$ cat config.mk
export PLATFORM = sky130hd
export DESIGN_NAME = cdma_img_line_req_gen
export DESIGN_NICKNAME = d
export VERILOG_FILES = /design/src/rtl/cdma_img_line_req_gen.sv
export SDC_FILE = /design/constraint.sdc
export NUM_CORES = 1
export LEC_CHECK = 0
export ABC_AREA = 1
export CORE_UTILIZATION = 58
export CTS_BUF_LIST = sky130_fd_sc_hd__clkbuf_4 sky130_fd_sc_hd__clkbuf_8
export DETAILED_ROUTE_END_ITERATION = 10
export GPL_TIMING_DRIVEN = 0
export MAX_ROUTING_LAYER = met4
export PLACE_DENSITY = 0.84
export SYNTH_ARGS = -nofsm -noshare
export SYNTH_HDL_FRONTEND = slang
export SYNTH_SLANG_ARGS = --single-unit
$ cat constraint.sdc
create_clock -name clk -period 4.2 [get_ports clk]
set_input_delay 0.84 -clock clk [delete_from_list [all_inputs] [get_ports clk]]
set_output_delay 0.84 -clock clk [all_outputs]
set_load 0.005 [all_outputs]
$ cat src/rtl/cdma_img_line_req_gen.sv
`default_nettype none
// ============================================================================
// Module   : cdma_img_line_req_gen
// Purpose  : Walks an image surface line by line, splitting every line into
//            32-byte-atom DMA read requests (at most MAX_ATOMS atoms, never
//            crossing a 256B boundary) and pushing a matching 11-bit tag
//            {last_req, line_end, size_m1[2:0], seq[5:0]} into the tag FIFO.
// Revision : 1.0 - initial release
// ============================================================================
module cdma_img_line_req_gen #(
  parameter int MAX_ATOMS = 8,
  parameter int ADDR_W    = 32
) (
  input  logic              clk,
  input  logic              reset,
  input  logic              op_en,
  input  logic [ADDR_W-1:0] cfg_base_addr,
  input  logic [ADDR_W-1:0] cfg_line_stride,
  input  logic [11:0]       cfg_line_atoms,
  input  logic [12:0]       cfg_height_m1,
  output logic              dma_rd_req_valid,
  input  logic              dma_rd_req_ready,
  output logic [ADDR_W-1:0] dma_rd_req_addr,
  output logic [3:0]        dma_rd_req_size,
  output logic              tag_wr_req,
  input  logic              tag_wr_ready,
  output logic [10:0]       tag_wr_data,
  output logic              busy,
  output logic              op_done
);

  localparam logic [3:0] MAX_ATOMS_C = 4'(MAX_ATOMS);

  typedef enum logic [1:0] {
    ST_IDLE = 2'd0,
    ST_REQ  = 2'd1,
    ST_DONE = 2'd2
  } state_t;

  // Walk state
  state_t            state_q, state_d;
  logic [ADDR_W-1:0] line_addr_q, line_addr_d;
  logic [ADDR_W-1:0] cur_addr_q, cur_addr_d;
  logic [12:0]       line_cnt_q, line_cnt_d;
  logic [11:0]       atoms_left_q, atoms_left_d;
  logic [5:0]        seq_q, seq_d;

  // Configuration captured at operation start
  logic [ADDR_W-1:0] stride_q, stride_d;
  logic [11:0]       line_atoms_q, line_atoms_d;
  logic [12:0]       height_m1_q, height_m1_d;

  // Request/tag pair currently presented; the valid flags double as the
  // per-side "not yet accepted" flags once a pair has been issued.
  logic              issued_q, issued_d;
  logic              dma_valid_q, dma_valid_d;
  logic              tag_valid_q, tag_valid_d;
  logic [ADDR_W-1:0] req_addr_q, req_addr_d;
  logic [3:0]        req_size_q, req_size_d;
  logic [10:0]       tag_data_q, tag_data_d;
  logic              busy_q, busy_d;
  logic              op_done_q, op_done_d;

  // Helpers
  logic              load;
  logic              pair_done;
  logic [3:0]        cur_atoms;
  logic [3:0]        new_atoms;
  logic [3:0]        new_size_m1;
  logic              new_line_end;
  logic              new_last;
  logic [11:0]       cfg_atoms_eff;

  // Low address bits are defined as ignored; fold them away explicitly.
  logic              unused_cfg_low_bits;
  assign unused_cfg_low_bits = ^{cfg_base_addr[4:0], cfg_line_stride[4:0]};

  // Atoms in the next request: limited by what is left of the line, by the
  // per-request maximum and by the room left before the next 256B boundary.
  function automatic logic [3:0] calc_atoms(input logic [2:0]  blk,
                                            input logic [11:0] left);
    logic [3:0] room;
    logic [3:0] a;
    room = 4'd8 - {1'b0, blk};
    a    = MAX_ATOMS_C;
    if (room < a) a = room;
    if ({8'd0, a} > left) a = left[3:0];
    return a;
  endfunction

  assign cfg_atoms_eff = (cfg_line_atoms == 12'd0) ? 12'd1 : cfg_line_atoms;

  // The presented pair retires once each side has been accepted, either in
  // an earlier cycle (valid already dropped) or in this one.
  assign pair_done = (state_q == ST_REQ) && issued_q &&
                     (!dma_valid_q || dma_rd_req_ready) &&
                     (!tag_valid_q || tag_wr_ready);

  // Size of the pair currently presented, recovered from its tag.
  assign cur_atoms = {1'b0, tag_data_q[8:6]} + 4'd1;

  // Next-state logic: FSM, address walk, and computation of the next pair
  // directly into the output registers so a new pair follows every cycle.
  always_comb begin
    state_d      = state_q;
    line_addr_d  = line_addr_q;
    cur_addr_d   = cur_addr_q;
    line_cnt_d   = line_cnt_q;
    atoms_left_d = atoms_left_q;
    seq_d        = seq_q;
    stride_d     = stride_q;
    line_atoms_d = line_atoms_q;
    height_m1_d  = height_m1_q;
    issued_d     = issued_q;
    dma_valid_d  = dma_valid_q;
    tag_valid_d  = tag_valid_q;
    req_addr_d   = req_addr_q;
    req_size_d   = req_size_q;
    tag_data_d   = tag_data_q;
    op_done_d    = 1'b0;
    load         = 1'b0;
    new_atoms    = 4'd0;
    new_size_m1  = 4'd0;
    new_line_end = 1'b0;
    new_last     = 1'b0;

    case (state_q)
      ST_IDLE: begin
        dma_valid_d = 1'b0;
        tag_valid_d = 1'b0;
        issued_d    = 1'b0;
        if (op_en) begin
          state_d      = ST_REQ;
          stride_d     = {cfg_line_stride[ADDR_W-1:5], 5'd0};
          line_atoms_d = cfg_atoms_eff;
          height_m1_d  = cfg_height_m1;
          line_addr_d  = {cfg_base_addr[ADDR_W-1:5], 5'd0};
          cur_addr_d   = {cfg_base_addr[ADDR_W-1:5], 5'd0};
          line_cnt_d   = 13'd0;
          atoms_left_d = cfg_atoms_eff;
        end
      end

      ST_REQ: begin
        if (!issued_q) begin
          // First cycle of the operation: build the first pair.
          load = 1'b1;
        end else if (pair_done) begin
          seq_d       = seq_q + 6'd1;
          dma_valid_d = 1'b0;
          tag_valid_d = 1'b0;
          issued_d    = 1'b0;
          if (tag_data_q[10]) begin
            state_d   = ST_DONE;
            op_done_d = 1'b1;
          end else if (tag_data_q[9]) begin
            line_addr_d  = line_addr_q + stride_q;
            cur_addr_d   = line_addr_q + stride_q;
            atoms_left_d = line_atoms_q;
            line_cnt_d   = line_cnt_q + 13'd1;
            load         = 1'b1;
          end else begin
            cur_addr_d   = cur_addr_q + ({{(ADDR_W-4){1'b0}}, cur_atoms} << 5);
            atoms_left_d = atoms_left_q - {8'd0, cur_atoms};
            load         = 1'b1;
          end
        end else begin
          // Partial acceptance: retire whichever side was taken this cycle.
          if (dma_rd_req_ready) dma_valid_d = 1'b0;
          if (tag_wr_ready)     tag_valid_d = 1'b0;
        end
      end

      ST_DONE: begin
        state_d = ST_IDLE;
      end

      default: begin
        state_d = ST_IDLE;
      end
    endcase

    if (load) begin
      new_atoms    = calc_atoms(cur_addr_d[7:5], atoms_left_d);
      new_size_m1  = new_atoms - 4'd1;
      new_line_end = ({8'd0, new_atoms} == atoms_left_d);
      new_last     = new_line_end && (line_cnt_d == height_m1_q);
      req_addr_d   = cur_addr_d;
      req_size_d   = new_size_m1;
      tag_data_d   = {new_last, new_line_end, new_size_m1[2:0], seq_d};
      dma_valid_d  = 1'b1;
      tag_valid_d  = 1'b1;
      issued_d     = 1'b1;
    end
  end

  assign busy_d = (state_d != ST_IDLE);

  // State and output registers; reset aborts any operation in flight.
  always_ff @(posedge clk) begin
    if (reset) begin
      state_q      <= ST_IDLE;
      line_addr_q  <= '0;
      cur_addr_q   <= '0;
      line_cnt_q   <= '0;
      atoms_left_q <= '0;
      seq_q        <= '0;
      stride_q     <= '0;
      line_atoms_q <= '0;
      height_m1_q  <= '0;
      issued_q     <= 1'b0;
      dma_valid_q  <= 1'b0;
      tag_valid_q  <= 1'b0;
      req_addr_q   <= '0;
      req_size_q   <= '0;
      tag_data_q   <= '0;
      busy_q       <= 1'b0;
      op_done_q    <= 1'b0;
    end else begin
      state_q      <= state_d;
      line_addr_q  <= line_addr_d;
      cur_addr_q   <= cur_addr_d;
      line_cnt_q   <= line_cnt_d;
      atoms_left_q <= atoms_left_d;
      seq_q        <= seq_d;
      stride_q     <= stride_d;
      line_atoms_q <= line_atoms_d;
      height_m1_q  <= height_m1_d;
      issued_q     <= issued_d;
      dma_valid_q  <= dma_valid_d;
      tag_valid_q  <= tag_valid_d;
      req_addr_q   <= req_addr_d;
      req_size_q   <= req_size_d;
      tag_data_q   <= tag_data_d;
      busy_q       <= busy_d;
      op_done_q    <= op_done_d;
    end
  end

  assign dma_rd_req_valid = dma_valid_q;
  assign dma_rd_req_addr  = req_addr_q;
  assign dma_rd_req_size  = req_size_q;
  assign tag_wr_req       = tag_valid_q;
  assign tag_wr_data      = tag_data_q;
  assign busy             = busy_q;
  assign op_done          = op_done_q;

endmodule
`default_nettype wire

Word-level counts from Yosys, hierarchy flattened
Cells that the tools add are included.
{ "word_totals": {"reg_bits": 201, "in_bits": 94} }
{ "op_classes": {"add_sub_neg": 8, "magnitude_cmp": 2, "n_eq_ne": 11, "mux": 56, "bitwise_logic": 3, "reduce_logical": 18} }
{ "ops": {"columns": ["op", "count"], "rows": [
  ["two-way mux 32 bit", 10],
  ["case mux 32 bit (2 select lines)", 2],
  ["two-way mux 12 bit", 6],
  ["two-way mux 13 bit", 5],
  ["adder 32 bit", 1],
  ["adder 32 x 9 -> 32 bit", 1],
  ["case mux 13 bit (2 select lines)", 1],
  ["case mux 12 bit (2 select lines)", 1],
  ["two-way mux 6 bit", 3],
  ["two-way mux 1 bit", 16],
  ["two-way mux 4 bit", 4],
  ["adder 13 x 1 -> 13 bit, second input constant", 1],
  ["equality test 13 bit", 1],
  ["equality test 4 x 12 -> 1 bit", 1],
  ["> comparator 4 x 12 -> 1 bit", 1],
  ["zero test 12 bit", 1],
  ["subtractor 12 x 4 -> 12 bit", 1],
  ["inequality test 2 bit, second input constant", 5],
  ["two-way mux 2 bit", 4],
  ["inequality test 4 bit, second input constant", 2],
  ["adder 6 x 1 -> 6 bit, second input constant", 1],
  ["case mux 1 bit (2 select lines)", 3],
  ["AND reduction 3 bit", 2],
  ["AND reduction 6 bit", 1],
  ["other kinds (16)", 24]
]} }

Logic depth before layout (Yosys ltp)
{ "logic_depth": {"ltp_word": 16, "mapped_depth": 28} }

Worst setup path after synthesis
No wires, ideal clock.
{ "synth_path": {"kind": "input to register", "startpoint": "in op_en", "endpoint": "reg req_size_q[2], in the netlist dma_rd_req_size[2]", "setup_ps": 114, "t_arrival_ps": 3601, "setup_slack_ps": 485, "path_stages": 23, "n_path_buf": 2, "cell_sequence": "clkbuf_1 > inv_1 > nand2_1 > nand2_1 > buf_2 > inv_2 > nand2_1 > a21oi_2 > ha_1 > xor2_1 > nor2_1 > ha_1 > o211ai_1 > nand2_1 > nand2_1 > nor2_4 > nand2_4 > nand2_1 > o21ai_1 > ha_1 > xnor2_1 > o21bai_1 > inv_1"} }
{ "synth_between": {"elab_chain_len": 10, "elab_cells_between_ends": 12, "classes_between": "2 x add/sub; 2 x order compare; 8 x mux"} }
{ "synth_lines": {"columns": ["element", "line", "text"], "rows": [
  ["start: declaration", "16", "input logic op_en,"],
  ["two-way mux 32 bit", "132", "if (op_en) begin"],
  ["case mux 32 bit (2 select lines)", "127", "case (state_q)"],
  ["subtractor 4 x 3 -> 4 bit", "84", "room = 4'd8 - {1'b0, blk};"],
  ["less-than comparator 4 bit", "86", "if (room < a) a = room;"],
  ["two-way mux 4 bit", "86", null],
  ["two-way mux 4 bit", "183", "if (load) begin"],
  ["> comparator 4 x 12 -> 1 bit", "87", "if ({8'd0, a} > left) a = left[3:0];"],
  ["two-way mux 4 bit (*)", "87", null],
  ["two-way mux 4 bit (*)", "183", null],
  ["subtractor 4 x 1 -> 4 bit (*)", "185", "new_size_m1 = new_atoms - 4'd1;"],
  ["end signal: assignment", "233", "req_size_q <= req_size_d;"],
  ["end: declaration", "59", "logic [3:0] req_size_q, req_size_d;"]
]} }
Every way passes the cells marked *; elsewhere a longest branch is shown, timed or not. The select of a mux whose other input is x is not followed.
A chain may end at the register's enable or synchronous reset.

Worst setup path after layout
{ "layout_path": {"startpoint": "in dma_rd_req_ready", "endpoint": "reg tag_data_q[9], in the netlist tag_wr_data[9]"} }
{ "layout_between": {"elab_chain_len": 14, "elab_cells_between_ends": 20, "classes_between": "1 x add/sub; 2 x order compare; 1 x eq/ne; 13 x mux; 3 x reduce/logical"} }
{ "layout_lines": {"columns": ["element", "line", "text"], "rows": [
  ["start: declaration", "22", "input logic dma_rd_req_ready,"],
  ["logical OR 1 bit (*)", "96", "(!dma_valid_q || dma_rd_req_ready) &&"],
  ["logical AND 1 bit (*)", "95", "assign pair_done = (state_q == ST_REQ) && issued_q &&"],
  ["logical AND 1 bit (*)", "96", null],
  ["two-way mux 32 bit", "148", "end else if (pair_done) begin"],
  ["two-way mux 32 bit", "145", "if (!issued_q) begin"],
  ["case mux 32 bit (2 select lines)", "127", null],
  ["subtractor 4 x 3 -> 4 bit", "84", null],
  ["less-than comparator 4 bit", "86", null],
  ["two-way mux 4 bit", "86", null],
  ["two-way mux 4 bit", "183", null],
  ["> comparator 4 x 12 -> 1 bit", "87", null],
  ["two-way mux 4 bit", "87", null],
  ["two-way mux 4 bit", "183", null],
  ["equality test 4 x 12 -> 1 bit", "186", "new_line_end = ({8'd0, new_atoms} == atoms_left_d);"],
  ["end signal: assignment", "234", "tag_data_q <= tag_data_d;"],
  ["end: declaration", "60", "logic [10:0] tag_data_q, tag_data_d;"]
]} }
Marks and branches as above.

==> key figures <==
Placement
  • Placement Setup Slack: -670.7 ps
  • Post-Place Cell Area: about 13000 um^2
  • Placed Cells: 2157
  • RePlAce Congestion: 1.033
  • Post-DP HPWL: 32200 um
  • Port bufs: 133

Layout
  • Finished Cell Area: 13900 um^2
  • Area of the multi-input gates: 6774 um^2
  • Nets: 2059
  • FF/Latch Area: 3866 um^2
  • Final design utilization: 70.94%
  • Fin cells: 2197
  • Layout cells sized above 1: between 5 and 6%
  • Inserted Diodes: 0
  • Filler instances: 1684
  • P&R area growth vs syn: 19.30%

Synthesis
  • Post-synth top area cell: dfxtp_1
  • Syn Nets: 1899
  • Syn Inst Count: ~1800
  • Syn Area/Cell: 6.622 um^2
  • Yosys warns: 0
  • Share of the yosys chip area belonging to registers: 33.17%
  • FFs w/ async S/R, synth: 0%
  • Most numerous cell in the Yosys netlist: nand2_1
  • Post-synth top cells: nand2_1, nor2_1, dfxtp_1
  • Post-synth top area share: 33.17%
  • Most used DFF post-synth: dfxtp_1
  • Post-Syn Area: ~12000 um^2
  • Top cells by area, synth: dfxtp_1, nand2_1, o21ai_0
  • Post-synth cell types: 58
  • Number of synthesized flops with an enable pin: 0
  • Post-synthesis sequential element count: 193

Power
  • Max VDD drop: between 0.2 and 0.25 mV
  • Cell Pwr Density: 337.9 nW/um^2
  • Sequential share of power: 44.3%
  • Pwr Total: 4.696 mW
  • Sw frac: a little over a third
  • Clock power share: 28.5%
  • Int Pwr: 2.981 mW
  • Leakage: 5.950 nW
  • Net Sw Power: 1.715 mW
  • Comb power frac: 27.2%

Routing
  • DRT antenna net count: 0
  • Vias per cell: 5.964
  • Drt total wl: roughly 42000 um
  • # DRC: 0
  • Detailed Route Iter0 Violations: approximately 1700
  • DRT Pass-1 Iters: 6
  • Vias: 13100
  • Routed WL per cell: 19.33 um

STA
  • Final Max Tran Viols: 0
  • Final Cycle Share: a little under 100%
  • Skew final: 28.43 ps
  • Final Hold Viols: 0
  • Final hold slack: 469.2 ps
  • Fmax: ~240 MHz
  • Max-slew headroom: 32.67%
  • Final period demand of the worst path: 4121 ps
  • Endpoints failing setup: 0
  • Setup TNS: 0 ps
  • Worst setup margin: 79.01 ps
  • Actual slew at the worst max-slew pin: about 1000 ps

Worst setup path
  • Crit path DAT: 4540 ps
  • Kind of critical path: in -> reg
  • CP Launch Type: input port
  • CP max FO: 10
  • Crit end category: register
  • Worst path required time: 4620 ps

CTS
  • Max Root-Sink Buffers: 2
  • CTS Buf Count: 17
  • Worst-Skew Late Latency: 500 ps
  • Hold_buf cts: 0
  • CTS H-tree lvls: 4
  • CTS tree: yes
  • Root buffer cell: clkbuf_8
  • CTS Sinks: 193
  • Reg clk slew, reported paths: 120 ps

Hold path
  • Hold Crit Class: reg -> reg

Floorplan
  • Die Span Y: about 140 um
  • Initial core utilization: 59.46%
  • Die ar.: 20650 um^2
  • I/O pins: 145
  • # rows: 51
  • Die width: 143.7 um
  • Core area: 19590 um^2

Global routing
  • Largest net degree at the start of global routing: 22
  • Overflow left after global routing: 0
  • First-pass GRT wire length: 63070 um
  • Initial antenna violation count: 0
  • GRT Util Overall: between 40% and 50%
  • Vias in the first global route: 11740

Job
  • MaxCap Viol Count: 0

Run status
  • Status: finished, final reports clean
## power groups by stage
| stage | Clock (mW) | Combinational, mW | Sequential [mW] |
|---|---|---|---|
| 6_report | 1.34 | 1.28 | 2.08 |
| 5_1_grt | 1.40 | 1.39 | 2.09 |
| 4_1_cts | 1.33 | 1.21 | 2.07 |
| 3_5_place_dp | 0 | 1.20 | 2.11 |
| 3_3_place_gp | 0 | 1.17 | 2.10 |
| 2_1_floorplan | 0 | 0.752 | 2.08 |
## state kept, by name, summed over array words and instances (netlist names)
name / count
busy: 1
tag_wr_req: 1
line_atoms_q: 12
seq_q: 6
op_done: 1
issued_q: 1
line_cnt_q: 13
height_m1_q: 13
dma_rd_req_valid: 1
stride_q: 27
tag_wr_data: 8
dma_rd_req_addr: 32
atoms_left_q: 12
state_q: 2
dma_rd_req_size: 4
cur_addr_q: 32
line_addr_q: 27
## metal layers
metal | track usage [%] | up-vias | routed length (um)
met3 | 9.230 | 115 | 5054
met1 | 54.66 | 5949 | 17800
met5 | - | - | 0
met2 | 63.21 | 846 | 18190
met4 | 15.45 | 0 | 1421
li1 | - | 6192 | -
## final cells by class
type / instances / share of cell area [%]
Buffer: 88 / 2.755
Clock buffer: 17 / 1.684
Clock inverter: 15 / 1.495
Inverter: 185 / 5.015
Multi-Input combinational cell: 1293 / 48.74
Sequential cell: 193 / 27.82
Tap cell: 265 / 2.386
Timing Repair Buffer: 141 / 10.10
## cell families after synthesis
| kind of cell | share of synthesized area (%) |
|---|---|
| buf+inv | 9.270 |
| mux | 0.08593 |
| xor+xnor | 3.158 |
| compound gates | 20.75 |
| fa+ha+maj | 5.134 |
| flops | 33.17 |
| simple gates | 28.43 |
## path summary, 6_finish.rpt
check | start | end | slack [ps] | cells past startpoint
worst max-delay path | dma_rd_req_ready | tag_wr_data[9] | 80 | 27
worst min register to register | cur_addr_q[4] | cur_addr_q[4] | 470 | 2
worst min-delay path | cur_addr_q[4] | cur_addr_q[4] | 470 | 2
worst max register to register | tag_wr_data[9] | tag_wr_data[9] | 140 | 23
## cell usage in the layout (no fill, tap or decap), drive strengths merged, types with 2 or more instances in the layout
cell           instances
nor2                 207
nor3b                  2
nand3b                 3
clkbuf                80
ha                    43
nand4                 26
buf                   33
clkinv                 9
fa                     3
a21o                   5
or2                   10
a221oi                 7
nand2                379
clkdlybuf4s50        133
inv                  190
nor3                  18
o2111ai                2
a31oi                 14
nor4                  11
o21a                   2
o311ai                 2
a31o                   2
o21ai                181
xor2                  26
a21oi                158
o21bai                 4
o221ai                 2
nand3                117
a22oi                 10
xnor2                 16
dfxtp                193
o211ai                34
## worst max-delay path, cell delays in order
cell,delay [ps]
clkdlybuf4s50_1,460
inv_1,50
nand2_1,90
nand2_2,120
nor2_8,170
nand2_8,110
nor2_8,150
buf_6,190
nand2_1,70
nand3_1,80
nand2_1,100
o21ai_4,120
ha_2,240
xor2_2,180
nor2_1,90
ha_1,300
o211ai_1,80
nand2_1,60
nand2_1,70
nor2_4,120
nand2_4,100
buf_6,150
nand3_1,70
nand3_1,110
nor2_2,160
nand2_2,90
a21oi_1,130
## timing repair
action / 4_1_cts / 5_1_grt
resized for setup: 1 / 17
endpoints found under the setup margin: 5 / 6
buffers inserted: 2 / 6
pin swaps: 1 / 6
(Power assumes the default switching activity.)
==> variant 1 (same flow settings) <==
Change the parameter `ADDR_W` from 32 to 48.
--- a/src/rtl/cdma_img_line_req_gen.sv
+++ b/src/rtl/cdma_img_line_req_gen.sv
@@ -9,7 +9,7 @@
 // ============================================================================
 module cdma_img_line_req_gen #(
   parameter int MAX_ATOMS = 8,
-  parameter int ADDR_W    = 32
+  parameter int ADDR_W    = 48
 ) (
   input  logic              clk,
   input  logic              reset,
Ports: changed (resized cfg_base_addr, cfg_line_stride and dma_rd_req_addr); port bits go from 145 to 193. The function was not compared with the original's and may differ.
==> variant 1 against the original RTL <==
- total power is 51% higher
- routed wire length rose by 58%
- cell area up 40%
- synthesized area is 38% higher
- final cell count is 39% higher
- worst hold slack got worse by 13 ps
- sequential cell count increased by 64
- utilization is 0.93 points higher
- clock skew up 0.83 ps
- worst setup slack got worse by 14 ps
- via count rose by 47%
- critical path depth fell by 7
- largest cell class unchanged
==> variant 1: results (changes against the original RTL) <==
- Status: finished clean
- Post-Synth Adder-Cell Area: 4.98% (-0.15 points)
- Flop2flop setup slack: 70 ps (-70 ps)
- Vias in the first global route: 17600 (+50%)
- Total GRT Usage: 46.5% (+4.6 points)
- Post-Syn Nets: 2639 (+39%)
- CTS clk-pin slew, worst paths: 60 ps (-60 ps)
- Static leakage: 8.18 nW (+37%)
- Post-synthesis mux area share: 0.125% (+0.039 points)
- Max clock buf depth: 3 (+1)
- Worst hold slack: 456 ps (-12.8 ps)
- Worst-Skew Late Latency: 580 ps (+80 ps)
- Slew at the pin with the worst max-slew slack: 1170 ps (+163 ps)
- Nets@finish: 2871 (+39%)
- Via-to-Cell Ratio: 6.30 (+5.6%)
- FF-to-FF path depth: 20 (-13%)
- Synth area leaders: dfxtp_1 32%, nand2_1 11%, nor2_1 7.7%
- GP Congestion: 1.11 (+7.2%)
- Synth Area in Compound Gates: 22.1% (+1.3 points)
- Final non-filler cell total: 3054 (+39%)
- Iteration-0 DRC Markers: 2727 (+62%)
- Initial antenna violation count: 1 (+1)
- Post-Synthesis Cells: 2451 (+39%)
- Count of input and output buffers: 181 (+36%)
- Commonest cells in the netlist: 473 x nand2_1, 330 x nor2_1, 265 x inv_1
- TritonCTS buffer count: 46 (+29)
- Clock skew: 29.3 ps (+0.832 ps)
==> variant 1: cell types whose count changed in the layout (fill, tap and decap cells not counted), sizes merged, moves of 11 or more <==
cell	before	now
a21oi	158	215
a221oi	7	18
a31oi	14	28
clkbuf	80	167
clkdlybuf4s50	133	180
dfxtp	193	257
ha	43	59
inv	190	270
nand2	379	476
nand3	117	148
nor2	207	336
o211ai	34	45
o21ai	181	236
xor2	26	45
==> variant 1: cell families after synthesis <==
kind of cell / count (synthesis)
buffers and inverters: 393
xor gates and xnor gates: 63
DFF: 257
AOI/OAI and AO/OA: 620
muxes: 2
and+or+nand+nor: 1054
adders and majority gates: 62
==> variant 1: power groups by stage <==
stage | combinational [mW] | clock, mW | sequential [mW]
global route | 1.93 | 2.59 | 2.80
global placement | 1.64 | 0 | 2.81
floorplan | 1.02 | 0 | 2.78
finish | 1.82 | 2.49 | 2.79
detailed placement | 1.68 | 0 | 2.82
CTS | 1.71 | 2.47 | 2.77
==> variant 1: timing repair <==
action | CTS | global route
gates resized for setup | 8 | 40
setup endpoints to repair | 5 | 11
buffers inserted | 1 | 3
pin swaps | 1 | 10
cloned | 0 | 0
hold endpoints to repair | 0 | 0
==> variant 1: worst min path at each step <==
stage | start | endpoint | slack [ps] | depth (start not counted)
6_report | cur_addr_q[0] | cur_addr_q[0] | 460 | 2
5_1_grt | cur_addr_q[3] | cur_addr_q[3] | 480 | 2
4_1_cts | cur_addr_q[3] | cur_addr_q[3] | 450 | 2
3_5_place_dp | cur_addr_q[3] | cur_addr_q[3] | 440 | 2
3_3_place_gp | cur_addr_q[3] | cur_addr_q[3] | 440 | 2
2_1_floorplan | cur_addr_q[0] | cur_addr_q[0] | 430 | 2
==> variant 1: layer usage <==
layer  vias up  global-route usage (%)  routed length (um)
met1      8791                    59.3               26200
met4         0                    27.0                4410
li1       8680                       -                   -
met3       318                    9.31                8520
met2      1446                    68.2               27700
met5         -                       -                   0
==> variant 1: critical path, cell delays in order, from the launching register on <==
cell and delay, ps:
dfxtp_1 680, inv_1 150, clkbuf_1 350, o21ai_0 340
o21ai_2 130, a21oi_4 190, ha_1 190, xor2_1 180
nor2_2 70, ha_1 310, nand2_1 80, nor2_2 130
a211oi_2 60, a41oi_2 270, nand3_4 160, buf_6 180
nand3_1 70, nand2_1 60, nor2_2 220, nand2_1 120
a21oi_1 130
==> variant 1: area by class of cell <==
| class | instances | area share [%] |
|---|---|---|
| buffer | 120 | 2.62 |
| inverter | 272 | 5.27 |
| sequential | 257 | 26.5 |
| clock buffer | 74 | 4.70 |
| clock inverter | 2 | 0.193 |
| tap | 341 | 2.20 |
| timing repair buffer | 185 | 9.50 |
| antenna | 2 | 0.0258 |
| multi-input combinational | 1801 | 49.0 |
==> variant 2 (config.mk and constraints unchanged) <==
Without the edit above. `line_addr_q`, `cur_addr_q`, `req_addr_q` and `tag_data_q` no longer have a reset.
--- a/src/rtl/cdma_img_line_req_gen.sv
+++ b/src/rtl/cdma_img_line_req_gen.sv
@@ -200,8 +200,6 @@
   always_ff @(posedge clk) begin
     if (reset) begin
       state_q      <= ST_IDLE;
-      line_addr_q  <= '0;
-      cur_addr_q   <= '0;
       line_cnt_q   <= '0;
       atoms_left_q <= '0;
       seq_q        <= '0;
@@ -211,15 +209,11 @@
       issued_q     <= 1'b0;
       dma_valid_q  <= 1'b0;
       tag_valid_q  <= 1'b0;
-      req_addr_q   <= '0;
       req_size_q   <= '0;
-      tag_data_q   <= '0;
       busy_q       <= 1'b0;
       op_done_q    <= 1'b0;
     end else begin
       state_q      <= state_d;
-      line_addr_q  <= line_addr_d;
-      cur_addr_q   <= cur_addr_d;
       line_cnt_q   <= line_cnt_d;
       atoms_left_q <= atoms_left_d;
       seq_q        <= seq_d;
@@ -229,12 +223,17 @@
       issued_q     <= issued_d;
       dma_valid_q  <= dma_valid_d;
       tag_valid_q  <= tag_valid_d;
-      req_addr_q   <= req_addr_d;
       req_size_q   <= req_size_d;
-      tag_data_q   <= tag_data_d;
       busy_q       <= busy_d;
       op_done_q    <= op_done_d;
     end
+  end
+
+  always_ff @(posedge clk) begin
+    line_addr_q <= line_addr_d;
+    cur_addr_q  <= cur_addr_d;
+    req_addr_q  <= req_addr_d;
+    tag_data_q  <= tag_data_d;
   end
 
   assign dma_rd_req_valid = dma_valid_q;
Check against the original RTL: differs if reset is asserted again (counterexample within 4 cycles, from zero or initial values and one cycle with reset high); with reset held inactive, the same outputs for 4 cycles.
==> variant 2 against the original RTL <==
- synthesized area down 4.5%
- routed wire length shrank 22%
- cell area decreased by 2.1%
- sequential cell count is 3 higher
- utilization grew 1.5 points
- clock power is 5% lower
- final cell count is 14% lower
- worst setup slack better by 8.0 ps
- total power up 13%
- critical path depth fell by 4
- clock skew is 9.7 ps lower
- die area is 4.4% lower
- via count is 16% lower
- critical path type is now register to register
==> variant 2: results (changes against the original RTL) <==
- Critical hold path startpoint: cur_addr_q[0]
- Switch Pwr: 1.96 mW (+14%)
- Met3 WL: 2830 um (-44%)
- FF-to-FF End: dma_rd_req_size[2]
- Post-Syn Nets: 1617 (-15%)
- Via-to-Cell Ratio: 5.77 (-3.3%)
- Worst r2r src: tag_wr_data[6]
- Gate power share: 32.0% (+4.8 points)
- Unique cell type count in the Yosys netlist: 54 (-6.9%)
- Pre-CTS setup slack: -1120 ps (-451 ps)
- CP max stage delay: 500 ps (+40 ps)
- Clock skew: 18.8 ps (-9.66 ps)
- Worst-path cell with the longest stage delay: edfxtp_1
- Post-DP HPWL: 24500 um (-24%)
- Static leakage: 5.82 nW (-2.2%)
- Clk power: 1.27 mW (-5%)
- Hold Path End: cur_addr_q[0]
- Status: finished clean
- Critical path arrival: 4520 ps (-20 ps)
- EDFF count, synth: 70 (+70)
- Met2 Use GR: 56.4% (-6.8 points)
- Iteration-0 DRC Markers: 963 (-43%)
- Origin of the worst setup path: tag_wr_data[6]
- Placement Cell Area: 12900 um^2 (-3.4%)
- Pin count of the biggest net entering global routing: 30 (+36%)
- Fmax: 0.243 GHz (+0.19%)
- Nets@finish: 1792 (-13%)
- Met2 WL: 15700 um (-14%)
- Met3 Use GR: 7.04% (-2.2 points)
- Register area share after synthesis: 41.6% (+8.4 points)
- Maximum vdd drop: 228 uV (-6.2%)
- Final non-filler cell total: 1899 (-14%)
- Reg power frac: 44.0% (-0.3 points)
- Commonest cells in the netlist: 285 x nand2_1, 182 x nor2_1, 162 x inv_1
-- variant 2: repair_timing --
item,4_1_cts,5_1_grt
endpoints found under the setup margin,9,9
buffers inserted,14,6
hold endpoints to repair,0,0
pin swaps,12,16
gates resized for setup,15,30
hold buffers,0,0
-- variant 2: cell type report --
cell class | instances | area (um^2) | share of cell area [%]
Clock inverter | 15 | 178 | 1.31
Buffer | 53 | 234 | 1.72
Multi-Input combinational cell | 1047 | 5780 | 42.5
Sequential cell | 196 | 4630 | 34.0
Clock buffer | 17 | 234 | 1.72
Tap cell | 234 | 293 | 2.15
Timing Repair Buffer | 156 | 1570 | 11.6
Inverter | 181 | 682 | 5.01
-- variant 2: kinds of logic after synthesis --
family,Yosys count,share of synthesized area [%]
xor gates and xnor gates,45,3.54
and+or+nand+nor,656,25.8
adders and majority gates,46,5.38
DFF,196,41.6
AOI/OAI and AO/OA,300,15.6
buffers and inverters,234,8.11
